File: config.mk
export PLATFORM = sky130hd
export DESIGN_NAME = mae_en_reg
export DESIGN_NICKNAME = d
export VERILOG_FILES = /design/src/rtl/mae_en_reg.sv
export SDC_FILE = /design/constraint.sdc
export NUM_CORES = 1
export LEC_CHECK = 0
export CORE_AREA = 4 4 41 43
export CTS_CLUSTER_DIAMETER = 150
export DETAILED_ROUTE_END_ITERATION = 10
export DIE_AREA = 0 0 45 47
export GPL_TIMING_DRIVEN = 1
export PLACE_DENSITY = 0.53
export SKIP_CTS_REPAIR_TIMING = 1
export SLEW_MARGIN = 20
export SYNTH_ARGS = -nofsm -noshare
export SYNTH_HDL_FRONTEND = slang
export SYNTH_SLANG_ARGS = --single-unit
File: constraint.sdc
create_clock -name clk -period 1.1 [get_ports clk]
set_clock_uncertainty 0.15 [all_clocks]
set_input_delay 0.275 -clock clk [delete_from_list [all_inputs] [get_ports clk]]
set_output_delay 0.275 -clock clk [all_outputs]
set_load 0.01 [all_outputs]
File: src/rtl/mae_en_reg.sv
// Optional pipeline register with sync reset, sync clear and load enable.
// With PRESENT=0 it collapses to a wire from d to q.
module mae_en_reg #(
  parameter int unsigned W       = 8,
  parameter bit          PRESENT = 1'b1
) (
  input  logic         clk,
  input  logic         srst,
  input  logic         clr,
  input  logic         en,
  input  logic [W-1:0] d,
  output logic [W-1:0] q
);

  if (PRESENT) begin : g_reg
    logic [W-1:0] q_r;

    // Priority: reset, then clear, then load.
    always_ff @(posedge clk) begin
      if (srst) begin
        q_r <= '0;
      end else if (clr) begin
        q_r <= '0;
      end else if (en) begin
        q_r <= d;
      end
    end

    assign q = q_r;
  end else begin : g_pass
    logic unused_ctrl;
    assign unused_ctrl = ^{clk, srst, clr, en};
    assign q = d;
  end

endmodule

==> metrics.md <==
| Metric | Value |
|---|---|
| Status | `complete, but fails checks` |
| Failing checks | `negative setup slack` |
| Starting Density | `22.7%` |
| Insertion delay to the later sink of the worst-skew pair | `0.25 ns` |
| Initial antenna violation count | `0` |
| YS warnings | `0` |
| Startpoint types | `flop` |
| Tot GR Track Use | `8.41%` |
| PwrDens | `1140 mW/mm²` |
| Critical path endpoint category | `output pin` |
| Max Cap Violations | `0` |
| Synthesized area per cell | `10.9 µm²` |
| Core area | `0.00130 mm²` |
| Drc violations | `0` |
| Max Clk Rate | `900 MHz` |
| Fillers | `132` |
| RSZ-0062 raised after global routing | `yes` |
| Routed WL per cell | `11.9 µm` |
| 1st-iter DRT viols | `0` |
| Pins Over Slew Limit | `0` |
| Final WL | `764 µm` |
| Cells after Synth | `27` |
| Slowest cell on the critical path | `dfxtp_2` |
| First-pass GRT wire length | `1.17 mm` |
| Power Total | `635 µW` |
| DR pass1 iterations | `1` |
| Finished Cell Area | `556 µm²` |
| CTS buffer count | `3` |
| # diodes | `0` |
| Placer Congestion | `0.692` |
| Clock Pin Slew Worst Setup and Hold Paths | `0.05 ns` |
| Site Rows | `13` |
| WS Path Type | `reg -> out` |
| Most frequent cells in the layout | `clkdlybuf4s50_1 (10), buf_6 (10), mux2i_1 (8), nor2_1 (8), dfxtp_2 (8)` |
| Post-synthesis register bit count | `8` |
| Synth Net Count | `39` |
| Peak VDD IR | `0.573 mV` |
| Fin crit period | `1.11 ns` |
| RR Startpoint | `q[7]` |
| Max Root-Sink Buffers | `2` |
| Antenna viol nets, final | `0` |
| Pin count of the biggest net entering global routing | `9` |
| CP max stage delay | `0.32 ns` |
| Clock Tree Root | `clkbuf_4` |
| CP arrival | `0.69 ns` |
| TritonCTS clock tree | `done` |
| Final period utilization | `101%` |
| Buffers and inverters on the worst path | `1` |
| Worst hold start | `en` |
| Slew HR | `90.3%` |
| Placed Cells | `61` |
| Worst Hold Class | `in -> reg` |
| Worst setup margin | `-0.0114 ns` |
| I/O Buffers | `19` |
| Vias | `260` |
| Fin cells | `64` |
| Die area | `0.00212 mm²` |
| Die X-Extent | `45 µm` |
| Vias per cell | `4.06` |
| # clock sinks | `8` |
| Area Overhead vs Synth | `88.1%` |
| CP top delay family | `flip-flops` |
| Static Leak | `0.256 nW` |
| Hold Vio Cnt, Final | `0` |
| Cell Area, Placed | `500 µm²` |
| Vias in the first global route | `272` |
| Crit path max fanout | `2` |
| Cell area after synthesis | `295 µm²` |
| CP Data Required Time | `0.67 ns` |
| Pre-CTS setup slack | `-0.329 ns` |
| H-tree depth | `1` |
| Global route total overflow | `0` |
| Yosys cell types | `6` |
| Setup violators final | `8` |
| Critical-path cell list | `buf_6` |
| Die height | `47 µm` |
| Slew of the pin with the lowest slew margin | `0.141 ns` |
| Layout cells sized above 1 | `44.9%` |
| Register area share after synthesis | `54.2%` |
| Largest register FFs | `8` |
| Boundary pin count | `20` |
| CP startpoint | `q[1]` |
| Nets | `63` |
| Final setup TNS | `-0.0408 ns` |
## path summary, 6_finish.rpt
check               to  slack, ns  cells past startpoint
setup / recovery  q[1]      -0.01                      1
hold / removal    q[4]       0.33                      4
setup reg to reg  q[7]       0.33                      2
hold reg to reg   q[6]       0.35                      2
## cells by family (layout without fill, tap and decap cells)
group | count (synthesis) | after routing | synth area share [%]
flip-flops | 8 | 8 | 54.2
buffers and inverters | 2 | 24 | 6.36
multiplexers | 8 | 8 | 27.1
AND/OR/NAND/NOR | 9 | 9 | 12.3
## where the power goes
part	leakage, nW	switching (mW)	internal (mW)
Clock	0.0138	0.0951	0.125
Sequential	0.0688	0.00650	0.302
Combinational	0.174	0.0333	0.0737
## layout make-up
class | instances | area (µm²) | share of cell area (%)
well taps | 15 | 18.8 | 3.38
flip-flops and latches | 8 | 170 | 30.6
multi-input cells | 17 | 119 | 21.4
repair buffers | 21 | 225 | 40.5
clock buffers | 3 | 22.5 | 4.05
## stage by stage
stage,hold slack (ns),util (%)
2_1_floorplan,0.272,-
3_3_place_gp,0.324,38.5
3_5_place_dp,0.334,38.5
4_1_cts,0.351,40.2
5_1_grt,0.366,42.7
6_report,0.326,42.7
## Yosys cell counts
library cell,number,area (µm²)
buf_4,1,7.51
nor2_1,8,30.0
mux2i_1,8,80.1
buf_6,1,11.3
or2_1,1,6.26
dfxtp_1,8,160
## routing by layer
metal | global-route usage [%] | share of wire [%] | vias up
met4 | 8.77 | 0 | 0
li1 | - | - | 132
met5 | 0 | 0 | -
met1 | 8.53 | 39 | 120
met3 | 2.30 | 6.7 | 0
met2 | 13.6 | 54 | 8
(Power assumes the default switching activity.)
==> variant 1: new RTL, same settings <==
Register the input `d` before use, without a reset. The logic sees it one clock later. The other inputs are not delayed to match.
--- a/src/rtl/mae_en_reg.sv
+++ b/src/rtl/mae_en_reg.sv
@@ -12,6 +12,12 @@
   output logic [W-1:0] q
 );
 
+  logic [W-1:0] d_q;
+
+  always_ff @(posedge clk) begin
+    d_q <= d;
+  end
+
   if (PRESENT) begin : g_reg
     logic [W-1:0] q_r;
 
@@ -22,7 +28,7 @@
       end else if (clr) begin
         q_r <= '0;
       end else if (en) begin
-        q_r <= d;
+        q_r <= d_q;
       end
     end
 
@@ -30,7 +36,7 @@
   end else begin : g_pass
     logic unused_ctrl;
     assign unused_ctrl = ^{clk, srst, clr, en};
-    assign q = d;
+    assign q = d_q;
   end
 
 endmodule
Function: changed (Yosys sat finds a counterexample within 4 cycles, from zero or initial values).
==> variant 1 against the unedited design <==
The flow still finishes with violations (negative setup slack); sequential cell count is 8 higher; worst setup slack lost 39 ps; sequential power grew 100%; power rose by 71%; routed wire length rose by 2.4%; cell area increased by 33%; area after synthesis up 54%; global-route usage shrank 0.52 points; critical path depth unchanged; clock power increased by 65%; critical endpoint is now q[2]; largest power group unchanged; highest routed layer unchanged.
==> variant 1: results (changes against the unedited design) <==
* Delay of the slowest cell on the worst path at 350 ps (was 320 ps)
* Total negative slack for setup checks at -341.5 ps (was -40.84 ps)
* Via count of the first global-routing pass at 300 (was 272)
* Total GRT Usage at 7.888% (was 8.413%)
* Capturing instance or port of the critical path: q[2] (was q[1])
* DR WL/cell at 10.71 um (was 11.94 um)
* Internal reg-to-reg setup slack at 230 ps (was 330 ps)
* Routed wl met2 at 381 um (was 413 um)
* Last weighted congestion value of the routability-driven placer at 0.6354 (was 0.6923)
* Global Route met2 Usage at 12.71% (was 13.56%)
* Fraction of layout cells with a size suffix above 1 at 41.38% (was 44.90%)
* Multiplexer fraction of the synthesized cell area at 17.58% (was 27.12%)
* DP Area at 665.6 um^2 (was 500.5 um^2)
* Top area cells in the synthesized netlist: sky130_fd_sc_hd__dfxtp_1, sky130_fd_sc_hd__mux2i_1, sky130_fd_sc_hd__nor2_1 (unchanged)
* Hold-critical path endpoint: d_q[3] (was q[4])
* Post-synth cell types at 6 (unchanged)
* Routed length on met1 at 323 um (was 298 um)
* Timing startpoint of the critical path: q[2] (was q[1])
* Maximum clock insertion buffer count at 2 (unchanged)
* Later-pin clock latency in the skew report at 270 ps (was 250 ps)
* DRT Pass-1 Iters at 2 (was 1)
* Static power due to leakage at 0.3314 nW (was 0.2564 nW)
* Run status: finished with violations (unchanged)
* Cell at the slowest stage of the critical path: sky130_fd_sc_hd__dfxtp_2 (unchanged)
* Ranking of synthesized cells by instance count: sky130_fd_sc_hd__dfxtp_1, sky130_fd_sc_hd__mux2i_1, sky130_fd_sc_hd__nor2_1 (unchanged)
* Primary FF master, synth: sky130_fd_sc_hd__dfxtp_1 (unchanged)
* Wire length of the first global-routing pass at 1.166 mm (unchanged)
* Hold path cells at 1 (was 4)
* Syn nets at 47 (was 39)
* Logic depth of the worst register-to-register path at 3 (was 2)
* Count of port buffers added during placement at 19 (unchanged)
* Fraction of met1 tracks used by global routing at 8.159% (was 8.525%)
* Share of the synthesized netlist area taken by xor and xnor gates at 0% (unchanged)
* Net switching fraction of the power at 18.80% (was 21.25%)
* Fraction of the yosys area taken by sequential cells at 70.33% (was 54.24%)
* Ratio of routed vias to standard cells at 4.151 (was 4.063)
* Fill cell instance count of the final layout at 119 (was 132)
* Seq group at 616 uW (was 308 uW)
* Start point of the worst min-delay path: d[3] (was en)
* Number of nets in the final layout at 71 (was 63)
* Met3 usage in global routing at 3.831% (was 2.299%)
* Peak supply drop at 763.8 uV (was 572.7 uV)
* CP Data Arrival Time at 720 ps (was 690 ps)
* Least setup slack across all paths after layout at -49.95 ps (was -11.42 ps)
* Violated checks: negative setup slack (unchanged)
* Wire length on met3 at 76 um (was 51 um)
* Clock-pin slew on the worst setup and hold paths at 80 ps (was 50 ps)
* Worst reg2reg path startpoint: q[5] (was q[7])
* # setup viols final at 8 (unchanged)
* Largest net degree at the start of global routing at 10 (was 9)
* Number of CTS-inserted buffers at 3 (unchanged)
* Initial detailed-routing violation count at 3 (was 0)
[variant 1: area by class of cell]
class	instances	area (um^2)	area share, %
flip-flops and latches	16	330.3	44.75
repair buffers	21	230.2	31.19
multi-input cells	17	122.6	16.61
well taps	15	18.77	2.542
clock buffers	4	36.28	4.915
[variant 1: stage by stage]
step / worst slack (ps) / power [mW] / hold WS (ps) / std cells / util [%]
final: -49.95 / 1.088 / 283.6 / 73 / 56.73
after global placement: -327.9 / 0.7262 / 298.3 / 68 / 51.15
after detailed placement: -359.0 / 0.7297 / 307.4 / 68 / 51.15
after global routing: -84.89 / 1.143 / 259.8 / 73 / 56.73
after CTS: -499.9 / 1.095 / 271.6 / 72 / 53.94
after floorplan: 185.3 / 0.6650 / 152.7 / 35 / -
[variant 1: cell families (layout without fill, tap and decap cells)]
group         count (synthesis)  in the layout
flops                        16             16
simple gates                  9              9
mux                           8              8
buf+inv                       2             25
==> variant 2: new RTL, config.mk and constraints unchanged <==
Made on the original files. `W`: 8 -> 10.
--- a/src/rtl/mae_en_reg.sv
+++ b/src/rtl/mae_en_reg.sv
@@ -1,7 +1,7 @@
 // Optional pipeline register with sync reset, sync clear and load enable.
 // With PRESENT=0 it collapses to a wire from d to q.
 module mae_en_reg #(
-  parameter int unsigned W       = 8,
+  parameter int unsigned W       = 10,
   parameter bit          PRESENT = 1'b1
 ) (
   input  logic         clk,
Ports: changed (resized d and q); port bits go from 20 to 24. No check against the original RTL was run, so the function may have changed too.
==> variant 2 against the unedited design <==
The flow still finishes with violations (negative setup slack); critical path depth increased by 3; cell area rose by 31%; first-iteration DRC count grew 2; worst setup slack got worse by 18 ps; area after synthesis is 23% higher; sequential cell count rose by 2; routed wire length is 26% higher; clock power up 45%; cell count is 20% higher; power up 34%; largest power group unchanged; highest routed layer is now met4.
==> variant 2: results (changes against the unedited design) <==
* Run status: finished with violations (unchanged)
* Violated checks: negative setup slack (unchanged)
* Multiplexer fraction of the synthesized cell area at 27.59% (was 27.12%)
* Number of antenna violations at the first check in global routing at 0 (unchanged)
* Ratio of routed vias to standard cells at 4.299 (was 4.063)
* Worst reg2reg path startpoint: q[3] (was q[7])
* Post-Place Cells at 72 (was 61)
* Peak supply drop at 583.1 uV (was 572.7 uV)
* Total negative slack for setup checks at -281.8 ps (was -40.84 ps)
* Met3 usage in global routing at 4.598% (was 2.299%)
* Hold path cells at 2 (was 4)
* Diode insertion count for antenna repair at 0 (unchanged)
* Largest net degree at the start of global routing at 11 (was 9)
* Non-filler instance count after layout at 77 (was 64)
* Ranking of synthesized cells by instance count: sky130_fd_sc_hd__dfxtp_1, sky130_fd_sc_hd__mux2i_1, sky130_fd_sc_hd__nor2_1 (unchanged)
* Worst setup timing slack at the placement stage at -360.0 ps (was -328.8 ps)
* Tightest slew margin relative to the limit at 86.11% (was 90.34%)
* Wire length of the first global-routing pass at 1.455 mm (was 1.166 mm)
* Timing startpoint of the critical path: clr (was q[1])
* Count of port buffers added during placement at 23 (was 19)
* Fraction of the yosys area taken by sequential cells at 55.17% (was 54.24%)
* Least setup slack across all paths after layout at -29.37 ps (was -11.42 ps)
* Fraction of met1 tracks used by global routing at 10.11% (was 8.525%)
* DRT Pass-1 Iters at 3 (was 1)
* Total length of routed wires at 961 um (was 764 um)
* Critical-path maximum fanout at 4 (was 2)
* Post-synthesis share of cell area spent on full adders, half adders and majority gates at 0% (unchanged)
* Largest delay contributor family on the critical path: buffers and inverters (was flip-flops)
* CTS root buffer: sky130_fd_sc_hd__clkbuf_4 (unchanged)
* Global Route met2 Usage at 16.95% (was 13.56%)
* Via count of the first global-routing pass at 346 (was 272)
* Static power due to leakage at 0.3315 nW (was 0.2564 nW)
* Cell at the slowest stage of the critical path: sky130_fd_sc_hd__clkdlybuf4s50_1 (was sky130_fd_sc_hd__dfxtp_2)
* Delay of the slowest cell on the worst path at 390 ps (was 320 ps)
* Total number of yosys warnings at 0 (unchanged)
* Ys async rst share at 0% (unchanged)
* Total GRT Usage at 9.913% (was 8.413%)
* DP Area at 628.1 um^2 (was 500.5 um^2)
* # setup viols final at 17 (was 8)
* Post-synth cell types at 6 (unchanged)
* Logic depth of the worst register-to-register path at 2 (unchanged)
* Syn nets at 47 (was 39)
* Deepest level of the CTS H-tree at 1 (unchanged)
* Type of the worst min-delay path: flip-flop to flip-flop (was primary input to flip-flop)
* Initial detailed-routing violation count at 2 (was 0)
* Start point of the worst min-delay path: q[9] (was en)
* Top area cells in the synthesized netlist: sky130_fd_sc_hd__dfxtp_1, sky130_fd_sc_hd__mux2i_1, sky130_fd_sc_hd__nor2_1 (unchanged)
* Fraction of layout cells with a size suffix above 1 at 51.61% (was 44.90%)
* Post-detail-place hpwl at 706.3 um
* Last weighted congestion value of the routability-driven placer at 0.6236 (was 0.6923)
* Synthesized instance count at 33 (was 27)
* Flip-flop count of the largest register after layout at 10 (was 8)
## variant 2: metal layers
metal | share of wire [%] | routed length, um
met1 | 33 | 321
met2 | 56 | 542
met3 | 9.2 | 88
met4 | 0.83 | 8
met5 | 0 | 0
## variant 2: cell type report
cell class / instances / area [um^2]
Tap cell: 15 / 18.77
Clock buffer: 4 / 36.28
Multi-Input combinational cell: 21 / 153.9
Sequential cell: 10 / 212.7
Timing Repair Buffer: 27 / 305.3
Fill cell: 129 / 574.3
## variant 2: cell families after synthesis
| group | after synthesis |
|---|---|
| AND/OR/NAND/NOR | 11 |
| multiplexers | 10 |
| flip-flops | 10 |
| buffers and inverters | 2 |
## variant 2: power breakdown
part / switching (mW) / internal (mW)
registers: 0.00839 / 0.376
clock network: 0.120 / 0.201
logic: 0.0466 / 0.0993
total: 0.175 / 0.676
## variant 2: worst paths after layout
kind	to	slack (ps)
max	q[3]	-30
min	q[9]	350
max reg2reg	q[3]	270
min reg2reg	q[9]	350
